$ cat src/rtl/console_uart_tx.sv
// Console UART transmitter: byte FIFO feeding an 8N1 serial framer.
// Console writes are queued, then sent LSB first at CLKS_PER_BIT clocks per bit.
//
// Ports:
//   clk           - single clock, all state updates on the rising edge
//   reset_n       - asynchronous active-low reset
//   console_we    - one-cycle write strobe from the core
//   console_wdata - write data, only bits [7:0] are transmitted
//   uart_tx       - serial line, idles high, driven straight from a flop
//   busy          - FIFO non-empty or a frame in flight (registered)
//   fifo_full     - FIFO occupancy equals FIFO_DEPTH
//   overflow      - sticky, set when a write was dropped; cleared by reset
module console_uart_tx #(
    parameter int XLEN         = 32,
    parameter int CLKS_PER_BIT = 868,
    parameter int FIFO_DEPTH   = 16
) (
    input  logic            clk,
    input  logic            reset_n,
    input  logic            console_we,
    input  logic [XLEN-1:0] console_wdata,
    output logic            uart_tx,
    output logic            busy,
    output logic            fifo_full,
    output logic            overflow
);

    localparam int AW = $clog2(FIFO_DEPTH);
    localparam int CW = $clog2(CLKS_PER_BIT);

    localparam logic [CW-1:0] BAUD_LAST = CW'(CLKS_PER_BIT - 1);
    localparam logic [AW:0]   DEPTH_C   = (AW + 1)'(FIFO_DEPTH);

    typedef enum logic [1:0] {
        IDLE,
        START,
        DATA,
        STOP
    } state_t;

    // FIFO storage and bookkeeping
    logic [7:0]    mem_q [FIFO_DEPTH];
    logic [AW-1:0] wptr_q, wptr_d;
    logic [AW-1:0] rptr_q, rptr_d;
    logic [AW:0]   count_q, count_d;

    // Framer state
    state_t        state_q, state_d;
    logic [CW-1:0] cnt_q, cnt_d;
    logic [2:0]    idx_q, idx_d;
    logic [7:0]    sh_q, sh_d;

    // Registered outputs
    logic          tx_q, tx_d;
    logic          busy_q, busy_d;
    logic          ovf_q, ovf_d;

    logic          fifo_empty;
    logic          full;
    logic          bit_end;
    logic          pop;
    logic          push;
    logic          drop;
    logic [7:0]    head;

    // Upper data bits are intentionally ignored.
    logic          unused_wdata;
    assign unused_wdata = ^console_wdata[XLEN-1:8];

    assign fifo_empty = (count_q == '0);
    assign full       = (count_q == DEPTH_C);
    assign bit_end    = (cnt_q == BAUD_LAST);
    assign head       = mem_q[rptr_q];

    // Framer next state. A pop happens either from IDLE or at the end of
    // a stop bit, so consecutive frames run with no gap.
    always_comb begin
        state_d = state_q;
        cnt_d   = cnt_q;
        idx_d   = idx_q;
        sh_d    = sh_q;
        pop     = 1'b0;

        unique case (state_q)
            IDLE: begin
                if (!fifo_empty) begin
                    pop     = 1'b1;
                    sh_d    = head;
                    cnt_d   = '0;
                    idx_d   = '0;
                    state_d = START;
                end
            end

            START: begin
                if (bit_end) begin
                    cnt_d   = '0;
                    idx_d   = '0;
                    state_d = DATA;
                end else begin
                    cnt_d = cnt_q + CW'(1);
                end
            end

            DATA: begin
                if (bit_end) begin
                    cnt_d = '0;
                    sh_d  = sh_q >> 1;
                    idx_d = idx_q + 3'd1;
                    if (idx_q == 3'd7) begin
                        state_d = STOP;
                    end
                end else begin
                    cnt_d = cnt_q + CW'(1);
                end
            end

            STOP: begin
                if (bit_end) begin
                    cnt_d = '0;
                    idx_d = '0;
                    if (!fifo_empty) begin
                        pop     = 1'b1;
                        sh_d    = head;
                        state_d = START;
                    end else begin
                        state_d = IDLE;
                    end
                end else begin
                    cnt_d = cnt_q + CW'(1);
                end
            end

            default: begin
                state_d = IDLE;
                cnt_d   = '0;
                idx_d   = '0;
            end
        endcase
    end

    // Line level is decoded from the next state so uart_tx is a plain flop.
    always_comb begin
        tx_d = 1'b1;
        unique case (state_d)
            START:   tx_d = 1'b0;
            DATA:    tx_d = sh_d[0];
            default: tx_d = 1'b1;
        endcase
    end

    // FIFO control. A full FIFO still accepts a write on a popping edge.
    always_comb begin
        push    = console_we && (!full || pop);
        drop    = console_we && full && !pop;
        wptr_d  = wptr_q;
        rptr_d  = rptr_q;
        count_d = count_q;
        ovf_d   = ovf_q | drop;

        if (push) begin
            wptr_d = wptr_q + AW'(1);
        end
        if (pop) begin
            rptr_d = rptr_q + AW'(1);
        end

        unique case ({push, pop})
            2'b10:   count_d = count_q + (AW + 1)'(1);
            2'b01:   count_d = count_q - (AW + 1)'(1);
            default: count_d = count_q;
        endcase
    end

    assign busy_d = (state_d != IDLE) || (count_d != '0);

    always_ff @(posedge clk or negedge reset_n) begin
        if (!reset_n) begin
            state_q <= IDLE;
            cnt_q   <= '0;
            idx_q   <= '0;
            sh_q    <= '0;
            wptr_q  <= '0;
            rptr_q  <= '0;
            count_q <= '0;
            tx_q    <= 1'b1;
            busy_q  <= 1'b0;
            ovf_q   <= 1'b0;
        end else begin
            state_q <= state_d;
            cnt_q   <= cnt_d;
            idx_q   <= idx_d;
            sh_q    <= sh_d;
            wptr_q  <= wptr_d;
            rptr_q  <= rptr_d;
            count_q <= count_d;
            tx_q    <= tx_d;
            busy_q  <= busy_d;
            ovf_q   <= ovf_d;
        end
    end

    // Storage needs no reset: emptiness is tracked by the count.
    always_ff @(posedge clk) begin
        if (push) begin
            mem_q[wptr_q] <= console_wdata[7:0];
        end
    end

    assign uart_tx   = tx_q;
    assign busy      = busy_q;
    assign fifo_full = full;
    assign overflow  = ovf_q;

endmodule

$ cat config.mk
export PLATFORM = sky130hd
export DESIGN_NAME = console_uart_tx
export DESIGN_NICKNAME = d
export VERILOG_FILES = /design/src/rtl/console_uart_tx.sv
export SDC_FILE = /design/constraint.sdc
export NUM_CORES = 1
export LEC_CHECK = 0
export ABC_AREA = 0
export ABC_CLOCK_PERIOD_IN_PS = 7050
export CORE_MARGIN = 5
export CORE_UTILIZATION = 55
export CTS_CLUSTER_DIAMETER = 50
export DETAILED_ROUTE_END_ITERATION = 10
export MAX_ROUTING_LAYER = met4
export PLACE_DENSITY_LB_ADDON = 0.08
export SLEW_MARGIN = 30
export SYNTH_ARGS = -nofsm -noshare
export SYNTH_HDL_FRONTEND = slang
export SYNTH_SLANG_ARGS = --single-unit
export TNS_END_PERCENT = 5
$ cat constraint.sdc
create_clock -name clk -period 7.05 [get_ports clk]
set_clock_uncertainty 0.15 [all_clocks]
set_input_delay 1.41 -clock clk [delete_from_list [all_inputs] [get_ports clk]]
set_output_delay 1.41 -clock clk [all_outputs]
set_load 0.02 [all_outputs]
==> PnR_summary.wiki, run 1 <==
{| class="wikitable"
! Metric !! Value
|-
| Type of the setup path with the least slack || input port to flip-flop
|-
| Net Count, Synth || 478
|-
| Number of global-route vias before repair || 3778
|-
| Worst-path maximum fanout || 8
|-
| DP HPWL || 8390 µm
|-
| Total number of cells along the worst setup path || 8
|-
| IO buf count || 14
|-
| Flip-flop and latch count after synthesis || 167
|-
| Final-report max-slew violation count || 0
|-
| P&R area growth vs syn || 12.7%
|-
| Endpoint type of the worst setup path || flip-flop
|-
| Critical-path cell with the highest stage delay || sky130_fd_sc_hd__nor3_1
|-
| Arrival time of data at the critical path endpoint || 4.34 ns
|-
| Final Hold Fails || 0
|-
| Maximum buffer depth of the clock tree || 2
|-
| Fraction of final layout cells sized beyond drive strength 1 || 21.0%
|-
| Unrepaired setup endpoints after global routing || false
|-
| Per-cell via count in the routed design || 5.83
|-
| CTS sink count || 167
|-
| Pin count of the biggest net entering global routing || 40
|-
| Initial antenna violation count || 0
|-
| Placer congestion estimate || 0.819
|-
| Register clock-pin slew on the reported worst setup and hold paths || 0.06 ns
|-
| Post-CTS Hold Buffers || 0
|-
| Buf/Inv on CP || 1
|-
| EDFF count, synth || 128
|-
| Effective utilization at floorplan || 56.3%
|-
| Sum of negative setup slack || 0 ns
|-
| Site Rows || 41
|-
| Class of the tightest hold or removal check || flip-flop to flip-flop
|-
| MaxCap Viol Count || 0
|-
| Clock latency at the later pin of the worst-skew pair || 0.42 ns
|-
| VDD IR-drop max || 292 µV
|-
| DR pass1 iterations || 4
|-
| Leading register cell type out of synthesis || sky130_fd_sc_hd__edfxtp_1
|-
| Max stage delay on crit path || 0.77 ns
|-
| Post-cts sizing count || 0
|-
| Most frequent cells in the layout || sky130_fd_sc_hd__edfxtp_1 (128), sky130_fd_sc_hd__mux4_2 (38), sky130_fd_sc_hd__dfrtp_1 (37)
|-
| Wire length after detailed routing || 13000 µm
|-
| Max_slew headroom || 36.1%
|-
| Overall track demand over capacity in global routing || 19.6%
|-
| Buffers inserted during post-CTS setup optimization || 0
|-
| Power density over the cells || 392 mW/mm²
|-
| Placed cell count || 598
|-
| Ys async rst share || 23.4%
|-
| Cell taking the most area after synthesis || sky130_fd_sc_hd__edfxtp_1
|-
| Leading cell types by total area after synthesis || sky130_fd_sc_hd__edfxtp_1 (54%), sky130_fd_sc_hd__dfrtp_1 (13%), sky130_fd_sc_hd__mux4_2 (12%), sky130_fd_sc_hd__ha_1 (2.8%), sky130_fd_sc_hd__nand2_1 (1.5%)
|-
| Starting DRT DRC Count || 279
|-
| Largest delay contributor family on the critical path || simple AND/OR/NAND/NOR gates
|-
| TritonCTS clock tree || done
|-
| Remaining routing DRC violations || 0
|-
| Fin crit share || 59.6%
|-
| Required time of the critical path || 7.19 ns
|-
| Worst hold stages || 1
|-
| Startpoint kind of the worst setup timing path || input port
|-
| Sum of overflow across all layers after global routing || 0
|-
| Tightest Pin Transition || 0.955 ns
|-
| Cell count after synthesis || 426
|-
| Worst path cell trace || clkdlybuf4s50_1 > nor3_1 > ha_1 > a21o_1 > a21oi_1 > mux2i_1 > xnor2_1 > or4b_1
|-
| Count of distinct cell types in the synthesized netlist || 53
|-
| Yosys Warn Count || 0
|-
| Root buffer cell || sky130_fd_sc_hd__clkbuf_16
|-
| H-tree lvl count || 4
|-
| P_leak || 0.00281 µW
|-
| Routed length per instance || 20.7 µm
|-
| Number of endpoints failing setup at the final stage || 0
|-
| Routed vias || 3673
|-
| Upper clock frequency limit || 0.238 GHz
|-
| Cell area after technology mapping || 0.00710 mm²
|-
| Clock buffer count from CTS || 17
|-
| Antenna viol nets, final || 0
|-
| Final period demand of the worst path || 4.20 ns
|-
| Floorplan core area || 0.0126 mm²
|-
| Proportion of netlist area held by the largest area contributor || 54.1%
|-
| Overall die width || 124 µm
|-
| Count of inserted antenna diode cells || 0
|-
| Overall die area || 0.0153 mm²
|-
| Final nets || 497
|-
| Syn avg cell area || 16.7 µm²
|-
| Fin cells || 630
|-
| Outcome || completed
|-
| Most frequent standard cell in the layout excluding fill and tap cells || sky130_fd_sc_hd__edfxtp_1
|-
| R2R cell count || 10
|-
| First-pass GRT wire length || 20800 µm
|-
| Sequential-to-total area share from yosys stat || 67.9%
|-
| Boundary pin count || 39
|-
| Y dimension of the die || 124 µm
|}
==> cells by family (layout without fill, tap and decap cells) <==
group | after synthesis | after routing | synth area share (%)
flip-flops | 167 | 167 | 67.9
AND/OR/NAND/NOR | 98 | 98 | 6.99
AO/OA/AOI/OAI | 54 | 54 | 5.21
multiplexers | 47 | 47 | 13.4
buffers and inverters | 28 | 60 | 1.60
adder cells (fa/ha/maj) | 17 | 17 | 3.10
XOR/XNOR | 15 | 15 | 1.85
==> cells in the mapped netlist (all sizes together), types with 5 or more instances <==
| library cell | number |
|---|---|
| buf | 10 |
| nand2 | 29 |
| o21ai | 19 |
| ha | 16 |
| mux4 | 38 |
| nand2b | 5 |
| dfrtp | 38 |
| edfxtp | 128 |
| xor2 | 7 |
| nor3 | 9 |
| a21o | 5 |
| inv | 10 |
| clkbuf | 8 |
| a22oi | 7 |
| nor2 | 25 |
| xnor2 | 8 |
| mux2i | 6 |
| nand4 | 5 |
| a21oi | 7 |
==> layer usage <==
layer	track usage (%)	routed length (µm)	vias to the layer above
met5	-	0	-
met4	5.81	130	0
met3	4.27	455	7
met2	31.5	6840	69
met1	25.4	5610	1894
li1	-	-	1703
==> where the power goes <==
| group | internal, µW | leakage, µW | switching (µW) |
|---|---|---|---|
| Clock | 496 | 0.000268 | 393 |
| Sequential | 1220 | 0.00165 | 105 |
| Combinational | 432 | 0.000890 | 491 |
==> worst paths after layout <==
check	from	to	slack [ns]
max	console_we	busy	2.85
min	overflow	overflow	0.32
max reg2reg	state_q[0]	busy	3.19
min reg2reg	overflow	overflow	0.32
max in group asynchronous	reset_n	rptr_q[0]	5.56
min in group asynchronous	reset_n	count_q[1]	0.81
==> stage by stage <==
stage          setup slack (ns)  power [µW]  instance area (µm²)  hold slack (ns)  utilization [%]
6_report                   2.85        3130                 8000            0.323             63.4
3_3_place_gp               2.49        2260                 7430            0.306             58.9
4_1_cts                    2.88        3160                 8000            0.327             63.4
5_1_grt                    2.68        3310                 8000            0.335             63.4
3_5_place_dp               2.43        2280                 7430            0.313             58.9
2_1_floorplan              3.17        2020                 7100            0.294                -
==> registers in the layout, indices dropped and copies added, names as in the netlist <==
signal / count
uart_tx: 1
count_q: 5
state_q: 2
overflow: 1
rptr_q: 4
mem_q: 128
idx_q: 3
cnt_q: 10
wptr_q: 4
busy: 1
sh_q: 8
==> worst register-to-register path, stage by stage, from the launching register on <==
cell	delay, ns
sky130_fd_sc_hd__dfrtp_1	0.44
sky130_fd_sc_hd__ha_1	0.33
sky130_fd_sc_hd__nand4bb_1	0.13
sky130_fd_sc_hd__o31a_1	0.35
sky130_fd_sc_hd__nor3_1	0.74
sky130_fd_sc_hd__ha_1	0.41
sky130_fd_sc_hd__a21o_1	0.19
sky130_fd_sc_hd__a21oi_1	0.17
sky130_fd_sc_hd__mux2i_1	0.26
sky130_fd_sc_hd__xnor2_1	0.10
sky130_fd_sc_hd__or4b_1	0.46
==> cell type report <==
| type | instances | area, µm² |
|---|---|---|
| clock inverter | 14 | 140 |
| fill | 911 | 4620 |
| clock buffer | 18 | 429 |
| timing repair buffer | 18 | 168 |
| tap | 172 | 215 |
| inverter | 10 | 37.5 |
| sequential | 167 | 4820 |
| multi-input combinational | 231 | 2190 |
No activity file was read; power rests on OpenSTA's default activity.
==> inputs of run 2 (changes only) <==
--- a/config.mk
+++ b/config.mk
@@ -6,9 +6,9 @@
 export NUM_CORES = 1
 export LEC_CHECK = 0
 export ABC_AREA = 0
-export ABC_CLOCK_PERIOD_IN_PS = 7050
+export ABC_CLOCK_PERIOD_IN_PS = 3350
 export CORE_MARGIN = 5
-export CORE_UTILIZATION = 55
+export CORE_UTILIZATION = 54
 export CTS_CLUSTER_DIAMETER = 50
 export DETAILED_ROUTE_END_ITERATION = 10
 export MAX_ROUTING_LAYER = met4
==> constraint.sdc (replaced) <==
create_clock -name clk -period 3.35 [get_ports clk]
set_clock_uncertainty 0.15 [all_clocks]
set_input_delay 0.67 -clock clk [delete_from_list [all_inputs] [get_ports clk]]
set_output_delay 0.67 -clock clk [all_outputs]
set_load 0.02 [all_outputs]
==> PnR_summary.wiki, run 2 (synthesis gave the netlist of run 1 again) <==
{| class="wikitable"
! Metric !! Value
|-
| Antenna viol nets, final || 0
|-
| Largest registers || mem_q: 128 flops, cnt_q: 10 flops, sh_q: 8 flops
|-
| P_leak || 0.00300 µW
|-
| Initial antenna violation count || 0
|-
| Required time of the critical path || 3.50 ns
|-
| Top layer in use || met4
|-
| Endpoint type of the worst setup path || flip-flop
|-
| Register clock-pin slew on the reported worst setup and hold paths || 0.06 ns
|-
| DR pass1 iterations || 4
|-
| Effective utilization at floorplan || 54.3%
|-
| TritonCTS clock tree || done
|-
| Critical-path cell with the highest stage delay || sky130_fd_sc_hd__or4b_1
|-
| Crit Reg-Reg Endpoint || busy
|-
| Overall die width || 125 µm
|-
| DRT met1 WL || 5790 µm
|-
| Final-report max-slew violation count || 0
|-
| MaxCap Viol Count || 0
|-
| Count of inserted antenna diode cells || 0
|-
| Per-cell via count in the routed design || 5.65
|-
| Type of the setup path with the least slack || flip-flop to flip-flop
|-
| Routed length per instance || 19.5 µm
|-
| Cell repeated most along the worst path || sky130_fd_sc_hd__ha_1
|-
| Maximum buffer depth of the clock tree || 2
|-
| Util after Layout || 63.2%
|-
| R2R cell count || 10
|-
| Placer congestion estimate || 0.819
|-
| Switching power as a share of total power || 30.5%
|-
| Tightest Pin Transition || 0.804 ns
|-
| DP HPWL || 8820 µm
|-
| Number of global-route vias before repair || 3800
|-
| Register bank with the most flops || mem_q
|-
| R2r startpoint || state_q[0]
|-
| Startpoint kind of the worst setup timing path || flip-flop
|-
| Upper clock frequency limit || 0.316 GHz
|-
| Register share of total power || 41.5%
|-
| Final nets || 531
|-
| First-pass GRT wire length || 21200 µm
|-
| Worst Hold Margin || 0.0630 ns
|-
| Remaining routing DRC violations || 0
|-
| Arrival time of data at the critical path endpoint || 3.31 ns
|-
| Fin crit share || 94.5%
|-
| Y dimension of the die || 125 µm
|-
| Max_slew headroom || 45.9%
|-
| CTS sink count || 167
|-
| Unrepaired setup endpoints after global routing || false
|-
| H-tree lvl count || 4
|-
| Overall track demand over capacity in global routing || 18.4%
|-
| Routed vias || 3777
|-
| Layout filler cell count || 943
|-
| VDD IR-drop max || 369 µV
|-
| Most frequent standard cell in the layout excluding fill and tap cells || sky130_fd_sc_hd__edfxtp_1
|-
| Wire length after detailed routing || 13000 µm
|-
| Fraction of final layout cells sized beyond drive strength 1 || 25.8%
|-
| Class of the tightest hold or removal check || input port to asynchronous set/reset pin
|-
| IO buf count || 14
|-
| Site Rows || 42
|-
| Pin count of the biggest net entering global routing || 40
|-
| Clock buffer count from CTS || 17
|-
| Worst-path maximum fanout || 6
|-
| Max stage delay on crit path || 0.51 ns
|-
| Clock latency at the later pin of the worst-skew pair || 0.43 ns
|-
| Worst path cell trace || ha_1 > nand4bb_1 > o31a_1 > nor3_4 > ha_1 > a21o_1 > a21oi_1 > xnor2_1 > a22o_2 > or4b_1
|-
| Boundary pin count || 39
|-
| Combinational group share of total power || 30.5%
|-
| Total met3 wirelength after detailed routing || 415 µm
|-
| Fraction of power consumed by the clock network || 28.0%
|-
| Buffers inserted during post-CTS setup optimization || 0
|-
| Switching power summed over all nets || 2070 µW
|-
| Int Power || 4700 µW
|-
| Final Hold Fails || 0
|-
| Met2 wire len || 6580 µm
|-
| Root buffer cell || sky130_fd_sc_hd__clkbuf_16
|-
| Setup slack, reg-to-reg || 0.18 ns
|-
| P&R area growth vs syn || 16.5%
|-
| Starting DRT DRC Count || 234
|-
| Flip-flop count of the largest register after layout || 128
|-
| Final period demand of the worst path || 3.17 ns
|-
| Overall die area || 0.0155 mm²
|-
| Power density over the cells || 818 mW/mm²
|-
| Sum of overflow across all layers after global routing || 0
|-
| Floorplan core area || 0.0131 mm²
|-
| Number of endpoints failing setup at the final stage || 0
|-
| Outcome || completed
|-
| Most frequent cells in the layout || sky130_fd_sc_hd__edfxtp_1 (128), sky130_fd_sc_hd__mux4_2 (38), sky130_fd_sc_hd__buf_4 (38)
|}
run 2: changes by cell type in the layout (fill, tap and decap cells not counted), sizes merged:
cell	previous run	this run
bufinv	1	2
clkinv	3	4
buf	5	39
inv	16	14
run 2: layout make-up:
class	count	area (µm²)	area share (%)
sequential	167	4820	58.3
multi-input combinational	231	2180	26.3
timing repair buffer	52	435	5.26
clock buffer	18	429	5.19
tap	176	220	2.66
clock inverter	14	149	1.80
inverter	10	37.5	0.454
run 2: worst max-delay path by stage:
stage,startpoint,endpoint,depth (start not counted)
floorplan,state_q[0],busy,10
global placement,console_we,busy,8
detailed placement,console_we,busy,8
CTS,state_q[0],busy,10
global route,state_q[0],busy,10
finish,state_q[0],busy,10
run 2: power by group through the flow:
stage	registers (µW)	clock network [µW]	logic [µW]
2_1_floorplan	2740	0	1510
3_3_place_gp	2840	0	2040
3_5_place_dp	2850	0	2070
4_1_cts	2810	1930	2090
5_1_grt	2850	2030	2270
6_report	2810	1900	2060
run 2: routing by layer:
metal | up-vias | GRT usage (%)
met3 | 21 | 4.07
met4 | 0 | 7.16
met5 | - | -
met2 | 62 | 29.0
li1 | 1774 | -
met1 | 1920 | 23.6
run 2: critical path: cells and delay by family (launching register included):
family	cells	cell delay (ns)
compound gates	4	0.95
simple gates	3	0.92
fa+ha+maj	2	0.52
flops	1	0.41
xor+xnor	1	0.09
run 2: repair_timing:
action	CTS	global route
hold buffers	0	0
gates resized for setup	1	1
setup endpoints to repair	1	1
run 2: through the flow:
step	total power, µW	cell area, µm²	setup TNS [ns]	worst slack (ns)	cells
6_report	6770	8270	0	0.184	668
5_1_grt	7150	8270	0	0.0429	668
4_1_cts	6840	8260	0	0.105	668
3_5_place_dp	4930	7680	-0.184	-0.184	636
3_3_place_gp	4880	7680	-0.135	-0.135	636
2_1_floorplan	4260	7100	0	0.0123	426
==> inputs of run 3 (changes only) <==
--- a/config.mk
+++ b/config.mk
@@ -8,7 +8,7 @@
 export ABC_AREA = 0
 export ABC_CLOCK_PERIOD_IN_PS = 3350
 export CORE_MARGIN = 5
-export CORE_UTILIZATION = 54
+export CORE_UTILIZATION = 50
 export CTS_CLUSTER_DIAMETER = 50
 export DETAILED_ROUTE_END_ITERATION = 10
 export MAX_ROUTING_LAYER = met4
==> PnR_summary.wiki, run 3 (synthesis gave the netlist of run 1 again) <==
{| class="wikitable"
! Metric !! Value
|-
| Outcome || completed
|-
| Y dimension of the die || 129 µm
|-
| Tightest Pin Transition || 0.865 ns
|-
| Count of inserted antenna diode cells || 0
|-
| Register clock-pin slew on the reported worst setup and hold paths || 0.06 ns
|-
| IO buf count || 14
|-
| Post-CTS Hold Buffers || 0
|-
| Final nets || 534
|-
| Clock latency at the later pin of the worst-skew pair || 0.42 ns
|-
| Combinational group share of total power || 31.5%
|-
| Number of global-route vias before repair || 4006
|-
| MaxCap Viol Count || 0
|-
| Required time of the critical path || 3.48 ns
|-
| Layout filler cell count || 1077
|-
| Antenna viol nets, final || 0
|-
| Floorplan core area || 0.0139 mm²
|-
| Pin count of the biggest net entering global routing || 40
|-
| Starting DRT DRC Count || 240
|-
| Final period demand of the worst path || 3.20 ns
|-
| Routed length per instance || 19.7 µm
|-
| Power density over the cells || 812 mW/mm²
|-
| VDD IR-drop max || 422 µV
|-
| Worst-path maximum fanout || 6
|-
| Most frequent cells in the layout || sky130_fd_sc_hd__edfxtp_1 (128), sky130_fd_sc_hd__buf_4 (41), sky130_fd_sc_hd__mux4_2 (38)
|-
| Site Rows || 43
|-
| Per-cell via count in the routed design || 5.65
|-
| Routed vias || 3807
|-
| Effective utilization at floorplan || 51.2%
|-
| Buf/Inv on CP || 0
|-
| Endpoint type of the worst setup path || flip-flop
|-
| Clock buffer count from CTS || 17
|-
| Fraction of final layout cells sized beyond drive strength 1 || 25.7%
|-
| Max_slew headroom || 41.8%
|-
| Flip-flop count of the largest register after layout || 128
|-
| P_leak || 0.00300 µW
|-
| Number of endpoints failing setup at the final stage || 0
|-
| Worst Hold Margin || 0.0788 ns
|-
| First-pass GRT wire length || 21600 µm
|-
| CTS sink count || 167
|-
| Worst path cell trace || ha_1 > nand4bb_1 > o31a_1 > nor3_2 > ha_1 > a21o_1 > a21oi_1 > xnor2_1 > a22o_2 > or4b_1
|-
| R2R cell count || 10
|-
| Class of the tightest hold or removal check || input port to asynchronous set/reset pin
|-
| TritonCTS clock tree || done
|-
| Placer congestion estimate || 0.769
|-
| Cell repeated most along the worst path || sky130_fd_sc_hd__ha_1
|-
| Overall track demand over capacity in global routing || 18.0%
|-
| Post-layout power || 6710 µW
|-
| Largest registers || mem_q: 128 flops, cnt_q: 10 flops, sh_q: 8 flops
|-
| Arrival time of data at the critical path endpoint || 3.34 ns
|-
| Upper clock frequency limit || 0.312 GHz
|-
| Final Hold Fails || 0
|-
| Unrepaired setup endpoints after global routing || false
|-
| P&R area growth vs syn || 16.4%
|-
| Final-report max-slew violation count || 0
|-
| Root buffer cell || sky130_fd_sc_hd__clkbuf_16
|-
| Largest delay contributor family on the critical path || simple AND/OR/NAND/NOR gates
|-
| Register share of total power || 41.2%
|-
| Register bank with the most flops || mem_q
|-
| Int Power || 4630 µW
|-
| Startpoint kind of the worst setup timing path || flip-flop
|-
| H-tree lvl count || 4
|-
| Setup slack, reg-to-reg || 0.15 ns
|-
| Post-cts sizing count || 1
|-
| DR pass1 iterations || 4
|-
| Type of the setup path with the least slack || flip-flop to flip-flop
|-
| Switching power as a share of total power || 31.0%
|-
| Initial antenna violation count || 0
|-
| Sum of overflow across all layers after global routing || 0
|-
| Max stage delay on crit path || 0.51 ns
|-
| Crit Reg-Reg Endpoint || busy
|-
| Overall die area || 0.0167 mm²
|-
| Critical-path cell with the highest stage delay || sky130_fd_sc_hd__or4b_1
|-
| R2r startpoint || state_q[0]
|-
| Boundary pin count || 39
|-
| Wire length after detailed routing || 13300 µm
|-
| Most frequent standard cell in the layout excluding fill and tap cells || sky130_fd_sc_hd__edfxtp_1
|-
| Fin crit share || 95.6%
|-
| Buffers inserted during post-CTS setup optimization || 0
|-
| Fraction of power consumed by the clock network || 27.2%
|-
| Remaining routing DRC violations || 0
|-
| Maximum buffer depth of the clock tree || 2
|-
| Overall die width || 129 µm
|-
| DP HPWL || 8980 µm
|-
| Switching power summed over all nets || 2080 µW
|}
## run 3: changes by cell type in the layout (fill, tap and decap cells not counted)
cell	delta
sky130_fd_sc_hd__buf_4	+3
sky130_fd_sc_hd__clkbuf_1	+1
sky130_fd_sc_hd__clkinvlp_4	-3
sky130_fd_sc_hd__nor3_2	+1
sky130_fd_sc_hd__clkinv_4	+2
sky130_fd_sc_hd__clkinv_1	+1
sky130_fd_sc_hd__bufinv_16	-1
sky130_fd_sc_hd__inv_8	+1
sky130_fd_sc_hd__clkinv_2	-2
sky130_fd_sc_hd__nor3_4	-1
## run 3: cell type report
class | instances | area [µm²] | area share (%)
clock buffers | 19 | 433 | 5.24
clock inverters | 12 | 119 | 1.44
inverters | 10 | 37.5 | 0.454
multi-input cells | 231 | 2170 | 26.3
flip-flops and latches | 167 | 4820 | 58.3
well taps | 180 | 225 | 2.72
repair buffers | 55 | 458 | 5.54
## run 3: per-stage QoR
stage | utilization, % | setup slack [ns] | instance area [µm²] | std cells | setup TNS [ns]
after CTS | 59.5 | 0.114 | 8270 | 674 | 0
after floorplan | - | 0.0123 | 7100 | 426 | 0
after detailed placement | 55.5 | -0.215 | 7710 | 643 | -0.215
final | 59.6 | 0.147 | 8270 | 674 | 0
after global placement | 55.5 | -0.178 | 7710 | 643 | -0.178
after global routing | 59.6 | 0.0153 | 8270 | 674 | 0
## run 3: power groups by stage
stage          registers [µW]  logic, µW  clock network [µW]
6_report                 2770       2120                1830
5_1_grt                  2800       2330                1970
4_1_cts                  2770       2150                1880
3_5_place_dp             2810       2130                   0
3_3_place_gp             2800       2100                   0
2_1_floorplan            2740       1510                   0
## run 3: how the worst max path moves through the flow
stage                from  depth (start not counted)  endpoint  slack (ns)
2_1_floorplan  state_q[0]                         10      busy        0.01
3_3_place_gp   console_we                          8      busy       -0.18
3_5_place_dp   console_we                          8      busy       -0.21
4_1_cts        state_q[0]                         10      busy        0.11
5_1_grt        state_q[0]                         10      busy        0.02
6_report       state_q[0]                         10      busy        0.15
## run 3: metal layers
| layer | up-vias | global-route usage, % | wire (µm) |
|---|---|---|---|
| li1 | 1784 | - | - |
| met5 | - | - | 0 |
| met1 | 1953 | 23.4 | 5970 |
| met3 | 14 | 3.63 | 435 |
| met2 | 56 | 28.6 | 6720 |
| met4 | 0 | 5.87 | 161 |
